File: config.mk
export PLATFORM = sky130hd
export DESIGN_NAME = fft_address_sequencer
export DESIGN_NICKNAME = d
export VERILOG_FILES = /design/src/rtl/fft_address_sequencer.sv
export SDC_FILE = /design/constraint.sdc
export NUM_CORES = 1
export LEC_CHECK = 0
export ABC_AREA = 1
export CORE_ASPECT_RATIO = 1.2
export CORE_MARGIN = 4
export CORE_UTILIZATION = 65
export CTS_CLUSTER_SIZE = 12
export DETAILED_ROUTE_END_ITERATION = 10
export DONT_BUFFER_PORTS = 1
export PLACE_DENSITY = 0.87
export SETUP_SLACK_MARGIN = 0.1
export SLEW_MARGIN = 30
export SYNTH_ARGS = -nofsm -noshare
export SYNTH_HDL_FRONTEND = slang
export SYNTH_SLANG_ARGS = --single-unit
File: constraint.sdc
create_clock -name clk -period 8 [get_ports clk]
set_input_delay 0.8 -clock clk [delete_from_list [all_inputs] [get_ports clk]]
set_output_delay 0.8 -clock clk [all_outputs]
set_load 0.005 [all_outputs]
File: src/rtl/fft_address_sequencer.sv
// fft_address_sequencer: operand-address generator for an in-place radix-2
// DIT FFT. On start it walks every stage s and butterfly j of an N-point
// transform and, per butterfly, emits the sample-RAM word addresses of
// operands A and B (real/imag interleaved) over a valid/ready handshake.
//
// Ports
//   clk, nrst             clock (rising edge), async active-low reset
//   start, real_only      begin transform (IDLE only); real-part-only mode
//   abort                 synchronous return to IDLE
//   addr_ready            consumer accepts the current address
//   addr, addr_valid      operand word address and its valid
//   slot, stage, twiddle  0=A re,1=A im,2=B re,3=B im; FFT stage; W_N^k exponent
//   last_bfly             final slot of the current butterfly
//   busy, done            high in RUN; one-cycle completion pulse
module fft_address_sequencer #(
    parameter int unsigned ADDR_W    = 10,
    parameter int unsigned LOG2_N    = 8,
    parameter int unsigned BASE_ADDR = 0
) (
    input  logic                                          clk,
    input  logic                                          nrst,
    input  logic                                          start,
    input  logic                                          real_only,
    input  logic                                          abort,
    input  logic                                          addr_ready,
    output logic [ADDR_W-1:0]                             addr,
    output logic                                          addr_valid,
    output logic [1:0]                                    slot,
    output logic [((LOG2_N > 1) ? $clog2(LOG2_N) : 1)-1:0] stage,
    output logic [((LOG2_N > 1) ? LOG2_N - 1 : 1)-1:0]     twiddle,
    output logic                                          last_bfly,
    output logic                                          busy,
    output logic                                          done
);

    localparam int unsigned SW     = (LOG2_N > 1) ? $clog2(LOG2_N) : 1;
    localparam int unsigned TW     = (LOG2_N > 1) ? LOG2_N - 1 : 1;
    localparam int unsigned JW     = (LOG2_N > 1) ? LOG2_N - 1 : 1;
    localparam int unsigned HALF_N = 32'd1 << (LOG2_N - 1);

    localparam logic [SW-1:0] STG_LAST  = SW'(LOG2_N - 1);
    localparam logic [JW-1:0] BFLY_LAST = JW'(HALF_N - 1);

    typedef enum logic [1:0] {
        S_IDLE = 2'd0,
        S_RUN  = 2'd1,
        S_DONE = 2'd2
    } state_e;

    state_e          state_q, state_d;
    logic [SW-1:0]   stg_q, stg_d;
    logic [JW-1:0]   bfly_q, bfly_d;
    logic [1:0]      slot_q, slot_d;
    logic            ro_q, ro_d;

    logic [ADDR_W-1:0] addr_q, addr_d;
    logic [TW-1:0]     tw_q, tw_d;
    logic              valid_q, valid_d;
    logic              busy_q, busy_d;
    logic              done_q, done_d;
    logic              last_q, last_d;

    logic              hsk;
    logic              run_d;
    logic [1:0]        last_slot_q;

    logic [ADDR_W-1:0] half_w, j_w, pos_w, grp_w, a_w, b_w, idx_w;
    logic [31:0]       tw_sh;

    assign hsk         = valid_q & addr_ready;
    assign last_slot_q = ro_q ? 2'd2 : 2'd3;

    // Next-state: counters advance one slot per handshake, nesting slot -> j -> s
    always_comb begin
        state_d = state_q;
        stg_d   = stg_q;
        bfly_d  = bfly_q;
        slot_d  = slot_q;
        ro_d    = ro_q;

        case (state_q)
            S_IDLE: begin
                if (!abort && start) begin
                    state_d = S_RUN;
                    ro_d    = real_only;
                    stg_d   = '0;
                    bfly_d  = '0;
                    slot_d  = '0;
                end
            end
            S_RUN: begin
                if (abort) begin
                    state_d = S_IDLE;
                    stg_d   = '0;
                    bfly_d  = '0;
                    slot_d  = '0;
                end else if (hsk) begin
                    if (slot_q == last_slot_q) begin
                        slot_d = '0;
                        if (bfly_q == BFLY_LAST) begin
                            bfly_d = '0;
                            if (stg_q == STG_LAST) begin
                                state_d = S_DONE;
                                stg_d   = '0;
                            end else begin
                                stg_d = stg_q + SW'(1);
                            end
                        end else begin
                            bfly_d = bfly_q + JW'(1);
                        end
                    end else begin
                        // real_only jumps straight from A real to B real
                        slot_d = ro_q ? 2'd2 : slot_q + 2'd1;
                    end
                end
            end
            S_DONE: begin
                state_d = S_IDLE;
            end
            default: begin
                state_d = S_IDLE;
                stg_d   = '0;
                bfly_d  = '0;
                slot_d  = '0;
            end
        endcase
    end

    // Butterfly index math on the next-state counters so outputs are registered
    always_comb begin
        run_d  = (state_d == S_RUN);
        half_w = ADDR_W'(1) << stg_d;
        j_w    = ADDR_W'(bfly_d);
        pos_w  = j_w & (half_w - ADDR_W'(1));
        grp_w  = j_w >> stg_d;
        a_w    = ((grp_w << stg_d) << 1) | pos_w;
        b_w    = a_w + half_w;
        idx_w  = slot_d[1] ? b_w : a_w;
        tw_sh  = 32'(LOG2_N - 1) - 32'(stg_d);

        addr_d  = '0;
        tw_d    = '0;
        last_d  = 1'b0;
        valid_d = run_d;
        busy_d  = run_d;
        done_d  = (state_d == S_DONE);
        if (run_d) begin
            addr_d = ADDR_W'(BASE_ADDR) + (idx_w << 1) + ADDR_W'(slot_d[0]);
            tw_d   = TW'(pos_w << tw_sh);
            last_d = (slot_d == (ro_d ? 2'd2 : 2'd3));
        end
    end

    // State, counters and registered outputs
    always_ff @(posedge clk or negedge nrst) begin
        if (!nrst) begin
            state_q <= S_IDLE;
            stg_q   <= '0;
            bfly_q  <= '0;
            slot_q  <= '0;
            ro_q    <= 1'b0;
            addr_q  <= '0;
            tw_q    <= '0;
            valid_q <= 1'b0;
            busy_q  <= 1'b0;
            done_q  <= 1'b0;
            last_q  <= 1'b0;
        end else begin
            state_q <= state_d;
            stg_q   <= stg_d;
            bfly_q  <= bfly_d;
            slot_q  <= slot_d;
            ro_q    <= ro_d;
            addr_q  <= addr_d;
            tw_q    <= tw_d;
            valid_q <= valid_d;
            busy_q  <= busy_d;
            done_q  <= done_d;
            last_q  <= last_d;
        end
    end

    // Counters are cleared outside RUN, so slot/stage read zero there
    assign addr       = addr_q;
    assign addr_valid = valid_q;
    assign slot       = slot_q;
    assign stage      = stg_q;
    assign twiddle    = tw_q;
    assign last_bfly  = last_q;
    assign busy       = busy_q;
    assign done       = done_q;

endmodule

; Word-level counts from Yosys, hierarchy flattened
; Cells that the tools add are included.
[classes]
bitwise = 3
div_mod_pow = 0
n_addsub = 7
n_mux = 34
mul = 0
magnitude_cmp = 0
shifts = 4
n_reduce_logical = 3
n_eq_ne = 8
[op_table]
columns = cell, n
row1 = $mux 7, 6
row2 = $shl 10x32->7, 1
row3 = $mux 2, 11
row4 = $pmux 7 s3, 1
row5 = $mux 3, 6
row6 = $add 10x1->10, 1
row7 = $and 7x10->10, 1
row8 = $mux 10, 1
row9 = $shl 1x3->10 const A, 1
row10 = $shl 10x3->8, 1
row11 = $shr 7x3->10, 1
row12 = $sub 10x1->10 const B, 1
row13 = $add 9x9->9, 1
row14 = $mux 9, 1
row15 = $or 9x9->9, 1
row16 = $pmux 3 s3, 1
row17 = $add 7x1->7 const B, 1
row18 = $eq 7x7->1 const B, 1
row19 = $pmux 2 s3, 1
row20 = $mux 1, 5
row21 = $eq 2x1->1 const B, 2
row22 = $eq 2x2->1, 2
row23 = $eq 2x2->1 const B, 2
row24 = $pmux 2 s2, 1
row25 = 8 further kinds, 8
[word_totals]
word_cells = 69
latchBits = 0
input_bits = 6
ram_bits = 0
mem_bits_ro = 0
mem_count = 0
ff_bits = 35
output_inout_bits = 26

; Longest topological paths before layout
; Gate-level depths: netlist (run 1).
[logic_depth]
word_depth = 15
mapped_depth = 30

; Least setup slack after synthesis (run 1)
; Ideal clock, no wire load.
[synth_timing]
kind = in2reg
startpoint = in addr_ready
endpoint = reg addr_q[8], in the netlist addr[8]
t_required_ns = 7.927
setup_slack_ns = 4.250
arrival_ns = 3.677
stages = 27
path_buffers = 0
path_cell_list = nand2_1 > inv_1 > nand2_1 > nor2_2 > nor2_2 > nor2_8 > nand2_8 > nand2_2 > nor2_1 > inv_1 > ha_1 > inv_1 > xor2_1 > nand2_1 > o21ai_2 > ha_1 > a21oi_1 > nor2_1 > nor2_1 > o21bai_1 > nand2_1 > nand2_1 > a21oi_1 > a21oi_1 > o21ai_0 > nand2_1 > a21oi_2
[synth_between]
elab_chain_cells = 12
[synth_lines]
columns = element, line_no
row1 = start: declaration, 25  ; input logic addr_ready,
row2 = $and 1x1->1 (*), 70  ; assign hsk = valid_q & addr_ready;
row3 = $mux 3, 97  ; end else if (hsk) begin
row4 = $mux 3, 92  ; if (abort) begin
row5 = $pmux 3 s3, 81  ; case (state_q)
row6 = $shl 1x3->10, 132  ; half_w = ADDR_W'(1) << stg_d;
row7 = $sub 10x1->10, 134  ; pos_w = j_w & (half_w - ADDR_W'(1));
row8 = $and 7x10->10, 134
row9 = $or 9x9->9, 136  ; a_w = ((grp_w << stg_d) << 1) | pos_w;
row10 = $add 9x9->9, 137  ; b_w = a_w + half_w;
row11 = $mux 9, 138  ; idx_w = slot_d[1] ? b_w : a_w;
row12 = $add 10x1->10, 148  ; addr_d = ADDR_W'(BASE_ADDR) + (idx_w << 1) + ADDR_W'(slot_d[0]);
row13 = $mux 10 (*), 147  ; if (run_d) begin
row14 = named net addr_d[8], 56  ; logic [ADDR_W-1:0] addr_q, addr_d;
row15 = end signal: assignment, 174  ; addr_q <= addr_d;
row16 = end: declaration, 56
; The timed path passes the listed nets; every way through them passes the cells marked *.

; Final worst setup path (run 1)
[layout_timing]
startpoint = reg slot_q[0], in the netlist slot[0]
endpoint = reg addr_q[8], in the netlist addr[8]
[layout_between]
elab_chain_cells = 13
[layout_lines]
columns = element, line_no
row1 = start: declaration, 53  ; logic [1:0] slot_q, slot_d;
row2 = start signal: assignment, 172  ; slot_q <= slot_d;
row3 = $eq 2x2->1, 98  ; if (slot_q == last_slot_q) begin
row4 = $mux 3, 98
row5 = $mux 3, 97
row6 = $mux 3, 92
row7 = $pmux 3 s3, 81
row8 = $shl 1x3->10, 132
row9 = $sub 10x1->10, 134
row10 = $and 7x10->10, 134
row11 = $or 9x9->9, 136
row12 = $add 9x9->9, 137
row13 = $mux 9, 138
row14 = $add 10x1->10, 148
row15 = $mux 10 (*), 147
row16 = named net addr_d[8], 56
; Marked as above.

==> results.rst, run 1 <==
.. list-table::
   :header-rows: 1

   * - Metric
     - Value
   * - Status
     - finished clean
   * - Iter 0 DRT Violations
     - 205
   * - Hold Path Class
     - in2async
   * - Post-synthesis cell type count
     - 41
   * - Total length of routed wires
     - 7200 µm
   * - Setup repair after global routing missed its margin
     - no
   * - Post_cts resized
     - 0
   * - Final Net Count
     - 409
   * - Critical path buffers and inverters
     - 4
   * - # setup viols final
     - 0
   * - Time the final worst path needs with I/O delays and setup
     - 4.52 ns
   * - Yosys top cell by area
     - sky130_fd_sc_hd__dfrtp_1
   * - Measured slew at the worst slew-check pin
     - 0.639 ns
   * - Diode insertion count for antenna repair
     - 0
   * - Layout overhead on the synthesized area
     - 4.56%
   * - Grt met3 use
     - 5.87%
   * - VDD IR-drop max
     - 70.7 µV
   * - Worst flop-to-flop path startpoint
     - slot[0]$_DFF_PN0_
   * - Cell with the most instances on the worst path
     - sky130_fd_sc_hd__nand2_1
   * - Horizontal die dimension
     - 68.2 µm
   * - Crit path DAT
     - 4.75 ns
   * - Wire length of the first global-routing pass
     - 11,800 µm
   * - Setup crit start
     - slot[0]$_DFF_PN0_
   * - Crit path launch type
     - flip-flop
   * - Max Clock Freq
     - 221 MHz
   * - Global-route usage over all layers
     - 29.1%
   * - Post-CTS setup repair buffer count
     - 0
   * - Initial Utilization
     - 66.8%
   * - Clock sinks
     - 35
   * - Final weighted congestion of routability-driven global placement
     - 1.01
   * - Post-route fraction of the period consumed by the critical path
     - 56.5%
   * - Slowest-stage cell, CP
     - sky130_fd_sc_hd__dfrtp_1
   * - Most Used Layer, Global Route
     - met2
   * - Detailed Place HPWL
     - 5610 µm
   * - Worst slew margin
     - 57.2%
   * - Setup clock skew after layout
     - 0.00416 ns
   * - Deepest clock path buffer count
     - 2
   * - Number of global-route vias before repair
     - 2,546
   * - Maximum cell stage delay along the critical path
     - 0.39 ns
   * - Antenna violations before repair
     - 0
   * - Reg2Reg Depth
     - 28
   * - Total power consumption of the routed design
     - 0.000375 W
   * - Pin count of the biggest net entering global routing
     - 36
   * - Share of layout cells above drive strength 1
     - 17.6%
   * - Clock latency of the later-clocked register in the worst-skew pair
     - 0.30 ns
   * - Mapped Nets
     - 410
   * - Total power density per cell area
     - 127 mW/mm²
   * - Hold-fix buffers at CTS
     - 0
   * - Number of flip-flops and latches in the synthesized netlist
     - 35
   * - Mapped Area
     - 0.00283 mm²
   * - Number of optimization iterations in the first detailed-route pass
     - 7
   * - Share of the synthesized area in the top cell type
     - 31.0%
   * - Final core occ
     - 69.9%
   * - Met1 usage in global routing
     - 33.3%
   * - Proportion of synthesized chip area in sequential cells
     - 31.0%
   * - Synthesized instance count
     - 391
   * - Final sum of negative setup slack
     - 0 ns
   * - Clock-pin slew of the registers on the worst-case setup and hold paths
     - 0.08 ns
   * - Synth Warn #
     - 0
   * - Post-synthesis area per instance
     - 7.23 µm²
   * - Die Y-Extent
     - 80.2 µm
   * - Vias
     - 2,623
   * - Number of placed I/O pins
     - 32
   * - Remaining routing DRC violations
     - 0
   * - Fin. max-slew vios
     - 0
   * - Clock tree from TritonCTS
     - yes
   * - Depth of the critical timing path with buffers and inverters included
     - 28
   * - Remaining antenna violation count after routing
     - 0
   * - Final hold viol count
     - 0
   * - Met2 usage in global routing
     - 49.9%
   * - Largest cells by area after synthesis
     - sky130_fd_sc_hd__dfrtp_1, sky130_fd_sc_hd__nand2_1, sky130_fd_sc_hd__nand3_1
   * - Reg2reg setup slack
     - 3.48 ns
   * - Number of rows created at floorplan
     - 26
   * - Critical path start-end classification
     - reg2reg
   * - Root Buffer
     - sky130_fd_sc_hd__clkbuf_8
   * - CTS Buf Count
     - 5
   * - Overall die area
     - 0.00547 mm²
   * - Average routed wire per standard cell
     - 16.1 µm
   * - Max_cap viols
     - 0
   * - Number of levels in the clock H-tree
     - 2
   * - Top fanout value on the critical path
     - 19
   * - Leakage
     - 1.49 nW
   * - Core Box Area
     - 0.00423 mm²
   * - GRT overflow
     - 0
   * - Reg-to-Reg End
     - addr[8]$_DFF_PN0_
   * - Count of input and output buffers
     - 0
   * - Worst Setup End Kind
     - flip-flop
   * - Vias per std cell
     - 5.87
   * - Critical path's top delay family
     - simple AND/OR/NAND/NOR gates
   * - Critical path required time
     - 8.23 ns
==> where the power goes <==
| part | switching, W | internal [W] | total, W |
|---|---|---|---|
| registers | 0.00000281 | 0.000180 | 0.000183 |
| logic | 0.0000209 | 0.00000793 | 0.0000288 |
| clock network | 0.0000709 | 0.0000928 | 0.000164 |
==> flip-flops by register name (all words and copies together) (netlist names) <==
signal	count
twiddle	7
addr	10
state_q	2
slot	2
stage	3
bfly_q	7
last_bfly	1
done	1
busy	1
ro_q	1
==> per-layer routing <==
metal | routed length [µm] | up-vias
met5 | 0 | -
met4 | 343 | 0
met3 | 505 | 29
met2 | 3700 | 138
met1 | 2650 | 1209
li1 | - | 1247
==> through the flow <==
| step | hold slack, ns | instance area (µm²) | std cells | worst slack (ns) |
|---|---|---|---|---|
| after CTS | 0.188 | 2950 | 447 | 3.50 |
| after global routing | 0.179 | 2950 | 447 | 2.92 |
| after detailed placement | 0.505 | 2840 | 439 | 3.51 |
| after global placement | 0.505 | 2840 | 439 | 3.65 |
| after floorplan | 0.504 | 2830 | 391 | 4.25 |
| final | 0.190 | 2950 | 447 | 3.48 |
==> cell families (layout without fill, tap and decap cells) <==
family | after synthesis | after routing | share of synthesized area (%)
compound gates | 43 | 43 | 9.17
simple gates | 234 | 234 | 43.0
fa+ha+maj | 13 | 13 | 6.02
flops | 35 | 35 | 31.0
buf+inv | 61 | 61 | 9.39
xor+xnor | 4 | 4 | 1.24
other cells | 1 | 1 | 0.133
==> final cells by class <==
cell class | instances | area, µm²
clock buffer | 5 | 68.8
tap | 56 | 70.1
sequential | 35 | 876
inverter | 53 | 211
multi-input combinational | 295 | 1680
clock inverter | 3 | 43.8
fill | 348 | 1270
==> cell usage after synthesis <==
library cell               count
sky130_fd_sc_hd__clkinv_4      1
sky130_fd_sc_hd__ha_1         12
sky130_fd_sc_hd__nor3_1        3
sky130_fd_sc_hd__o211ai_1      2
sky130_fd_sc_hd__buf_6         1
sky130_fd_sc_hd__nand3b_1      3
sky130_fd_sc_hd__nor2_2        5
sky130_fd_sc_hd__nor2_8        2
sky130_fd_sc_hd__a31oi_1       1
sky130_fd_sc_hd__nand2_2      13
sky130_fd_sc_hd__and3_1        1
sky130_fd_sc_hd__o21ai_2       5
sky130_fd_sc_hd__inv_6         1
sky130_fd_sc_hd__conb_1        1
sky130_fd_sc_hd__nor4_1        1
sky130_fd_sc_hd__inv_2         9
sky130_fd_sc_hd__nand3_2       8
sky130_fd_sc_hd__nand3_1      45
sky130_fd_sc_hd__o21bai_1      2
sky130_fd_sc_hd__nand2_4       4
sky130_fd_sc_hd__xnor2_1       2
sky130_fd_sc_hd__xor2_1        2
sky130_fd_sc_hd__buf_4         3
sky130_fd_sc_hd__nand2_8       2
sky130_fd_sc_hd__nor2_4        6
sky130_fd_sc_hd__o21ai_1       4
sky130_fd_sc_hd__a32o_1        1
sky130_fd_sc_hd__o21ai_0      10
sky130_fd_sc_hd__nor2_1       39
sky130_fd_sc_hd__inv_1        41
sky130_fd_sc_hd__o22ai_1       4
sky130_fd_sc_hd__inv_4         1
sky130_fd_sc_hd__or2_2         2
sky130_fd_sc_hd__buf_2         4
sky130_fd_sc_hd__nand2_1      96
sky130_fd_sc_hd__a21oi_2       1
sky130_fd_sc_hd__dfrtp_1      35
sky130_fd_sc_hd__nand4_1       3
sky130_fd_sc_hd__fa_1          1
sky130_fd_sc_hd__nand3_4       1
sky130_fd_sc_hd__a21oi_1      13
==> cell usage in the layout, fill, tap and decap left out, drive strengths merged, types with 3 or more instances in the layout <==
cell type | synthesis | layout
a21oi | 14 | 14
clkbuf | 0 | 5
clkinv | 1 | 3
dfrtp | 35 | 35
ha | 12 | 12
inv | 52 | 52
nand2 | 115 | 115
nand3 | 54 | 54
nand3b | 3 | 3
nand4 | 3 | 3
nor2 | 52 | 52
nor3 | 3 | 3
o21ai | 19 | 19
o22ai | 4 | 4
==> worst max-delay path by stage <==
| stage | to |
|---|---|
| after floorplan | addr[8]$_DFF_PN0_ |
| after global placement | addr[8]$_DFF_PN0_ |
| after detailed placement | addr[8]$_DFF_PN0_ |
| after CTS | addr[8]$_DFF_PN0_ |
| after global routing | addr[8]$_DFF_PN0_ |
| final | addr[8]$_DFF_PN0_ |
Power figures use the tool's default switching activity.
==> run 2: changes to the inputs <==
- CORE_UTILIZATION: 65 -> 64
- PLACE_DENSITY: 0.87 -> 0.86
- clock period: 8 -> 4.45 ns (I/O delays scaled with it)
==> run 2 against run 1 <==
Sequential power increased by 80%. Wire length increased by 4.5%. First-iteration DRC count increased by 45%. Core utilization increased by 3.0 points. Via count increased by 2.9%. Fmax increased by 13%. Clock skew increased by 0.0030 ns. Global-route usage decreased by 0.56 points. Sequential share of layout area decreased by 1.4 points. Setup slack got worse by 3.0 ns. Clock power increased by 74%. Highest routed layer unchanged.
==> results.rst, run 2 (synthesis results as in run 1) <==
.. list-table::
   :header-rows: 1

   * - Metric
     - Value
   * - Worst slew margin
     - 62.5% (+5.3 points)
   * - Antenna violations before repair
     - 0 (unchanged)
   * - Clock-pin slew of the registers on the worst-case setup and hold paths
     - 0.07 ns (about the same)
   * - Share of layout cells above drive strength 1
     - 21.5% (+3.9 points)
   * - Total length of routed wires
     - 7530 µm (+4.5%)
   * - Setup clock skew after layout
     - 0.00714 ns (+0.00298 ns)
   * - Status
     - finished clean
   * - Final weighted congestion of routability-driven global placement
     - 0.938 (-7.5%)
   * - Leading cell types in the layout, fill and taps excluded
     - sky130_fd_sc_hd__nand2_1, sky130_fd_sc_hd__nand3_1, sky130_fd_sc_hd__inv_1, sky130_fd_sc_hd__nor2_1, sky130_fd_sc_hd__dfrtp_1
   * - Fill cell count
     - 311 (-11%)
   * - Top fanout value on the critical path
     - 15 (-4)
   * - Multi-input gate area
     - 0.00171 mm² (+1.6%)
   * - Horizontal die dimension
     - 68.7 µm (+0.68%)
   * - Iter 0 DRT Violations
     - 297 (+45%)
   * - Clock sinks
     - 35 (unchanged)
   * - Vias per std cell
     - 5.87 (about the same)
   * - Cell with the most instances on the worst path
     - sky130_fd_sc_hd__nand2_1
   * - GRT overflow
     - 0 (unchanged)
   * - VDD IR-drop max
     - 136 µV (+93%)
   * - # setup viols final
     - 0 (unchanged)
   * - Critical path start-end classification
     - reg2reg
   * - Crit path launch type
     - flip-flop
   * - Measured slew at the worst slew-check pin
     - 0.560 ns (-0.0792 ns)
   * - CTS Buf Count
     - 5 (unchanged)
   * - Core Box Area
     - 0.00426 mm² (+0.77%)
   * - Clock tree from TritonCTS
     - yes
   * - Global-route usage over all layers
     - 28.6% (-0.56 points)
   * - Overall die area
     - 0.00555 mm² (+1.4%)
   * - Initial Utilization
     - 66.3% (-0.51 points)
   * - Final sum of negative setup slack
     - 0 ns (unchanged)
   * - Number of placed I/O pins
     - 32 (unchanged)
   * - Clock latency of the later-clocked register in the worst-skew pair
     - 0.29 ns (about the same)
   * - Flip-flop count of the largest register after layout
     - 10 (unchanged)
   * - Hold Path Class
     - in2reg
   * - Post-route fraction of the period consumed by the critical path
     - 89.5% (+33 points)
   * - Layout overhead on the synthesized area
     - 9.88%
   * - Time the final worst path needs with I/O delays and setup
     - 3.98 ns (-0.538 ns)
   * - Reg2reg setup slack
     - 0.47 ns (-3.01 ns)
   * - Diode insertion count for antenna repair
     - 0 (unchanged)
   * - Final hold viol count
     - 0 (unchanged)
   * - Number of global-route vias before repair
     - 2,554 (+0.31%)
   * - Pin count of the biggest net entering global routing
     - 36 (unchanged)
   * - Final Net Count
     - 422 (+3.2%)
   * - Detailed Place HPWL
     - 5560 µm (-0.94%)
   * - Worst Setup End Kind
     - flip-flop
   * - Area occupied by registers
     - 876 µm² (unchanged)
   * - Leakage
     - 1.57 nW (+5.4%)
   * - Slowest-stage cell, CP
     - sky130_fd_sc_hd__dfrtp_1
   * - Max_cap viols
     - 0 (unchanged)
   * - Total power density per cell area
     - 217 mW/mm² (+71%)
   * - Critical path required time
     - 4.63 ns (-3.60 ns)
   * - Number of levels in the clock H-tree
     - 2 (unchanged)
   * - Remaining routing DRC violations
     - 0 (unchanged)
   * - Root Buffer
     - sky130_fd_sc_hd__clkbuf_8
   * - Average routed wire per standard cell
     - 16.4 µm (+1.6%)
   * - Setup repair after global routing missed its margin
     - no
   * - Fin. max-slew vios
     - 0 (unchanged)
   * - Leading cell type in the layout, fill and taps excluded
     - sky130_fd_sc_hd__nand2_1
   * - Count of input and output buffers
     - 0 (unchanged)
   * - Die Y-Extent
     - 80.8 µm (+0.70%)
   * - Crit path DAT
     - 4.16 ns (-0.59 ns)
   * - Wire length of the first global-routing pass
     - 11,900 µm (+0.23%)
   * - Number of rows created at floorplan
     - 26 (unchanged)
   * - Deepest clock path buffer count
     - 2 (unchanged)
   * - Final core occ
     - 72.8% (+3.0 points)
   * - Max Clock Freq
     - 251 MHz (+13%)
   * - Maximum cell stage delay along the critical path
     - 0.38 ns (about the same)
   * - Number of optimization iterations in the first detailed-route pass
     - 5 (-2)
   * - Vias
     - 2,698 (+2.9%)
   * - Remaining antenna violation count after routing
     - 0 (unchanged)
[run 2: cell count changes in the layout (fill, tap and decap cells not counted), sizes merged]
cell         before  now
clkinv            3    2
inv              52   53
buf               0   12
dlygate4sd3       0    1
[run 2: where the power goes]
part	switching [W]	internal, W
Sequential	0.00000491	0.000324
Clock	0.000120	0.000167
Combinational	0.0000430	0.0000167
[run 2: path summary, 6_finish.rpt]
kind | start | end | cells past startpoint
max | slot[0]$_DFF_PN0_ | addr[8]$_DFF_PN0_ | 30
min in group asynchronous | nrst | addr[2]$_DFF_PN0_ | 2
min | real_only | ro_q$_DFF_PN0_ | 2
max in group asynchronous | nrst | bfly_q[4]$_DFF_PN0_ | 2
min reg2reg | ro_q$_DFF_PN0_ | ro_q$_DFF_PN0_ | 2
max reg2reg | slot[0]$_DFF_PN0_ | addr[8]$_DFF_PN0_ | 30
[run 2: final cells by class]
type | instances | share of cell area [%]
Multi-Input combinational cell | 295 | 55.1
Sequential cell | 35 | 28.2
Inverter | 53 | 6.89
Timing Repair Buffer | 13 | 3.87
Tap cell | 56 | 2.26
Clock buffer | 5 | 2.22
Clock inverter | 3 | 1.41
[run 2: worst max-delay path: cells and delay by family (launching register included)]
family / cells / cell delay (ns)
AOI/OAI and AO/OA: 5 / 0.47
adders and majority gates: 2 / 0.64
buffers and inverters: 4 / 0.45
DFF: 1 / 0.38
and+or+nand+nor: 19 / 1.93
[run 2: layer usage]
layer | GRT usage, % | vias to the layer above | wire, µm
met4 | 14.7 | 0 | 292
met2 | 48.2 | 146 | 3900
met1 | 33.5 | 1236 | 2650
met3 | 5.81 | 35 | 681
met5 | 0 | - | 0
li1 | - | 1281 | -
[run 2: through the flow]
stage	hold WS [ns]	power, W	instance area (µm²)	setup WS [ns]	cells
after floorplan	0.149	0.000374	2830	0.810	391
after global placement	0.150	0.000382	2850	0.229	440
after detailed placement	0.150	0.000384	2850	0.124	440
after CTS	0.379	0.000678	3000	0.187	451
after global routing	0.440	0.000698	3100	0.0861	460
final	0.387	0.000674	3100	0.465	460
[run 2: timing repair]
action,4_1_cts,5_1_grt
resized for setup,0,11
endpoints found under the hold margin,35,0
pin swaps,1,2
endpoints found under the setup margin,1,4
hold buffers,2,0
setup buffers,1,9
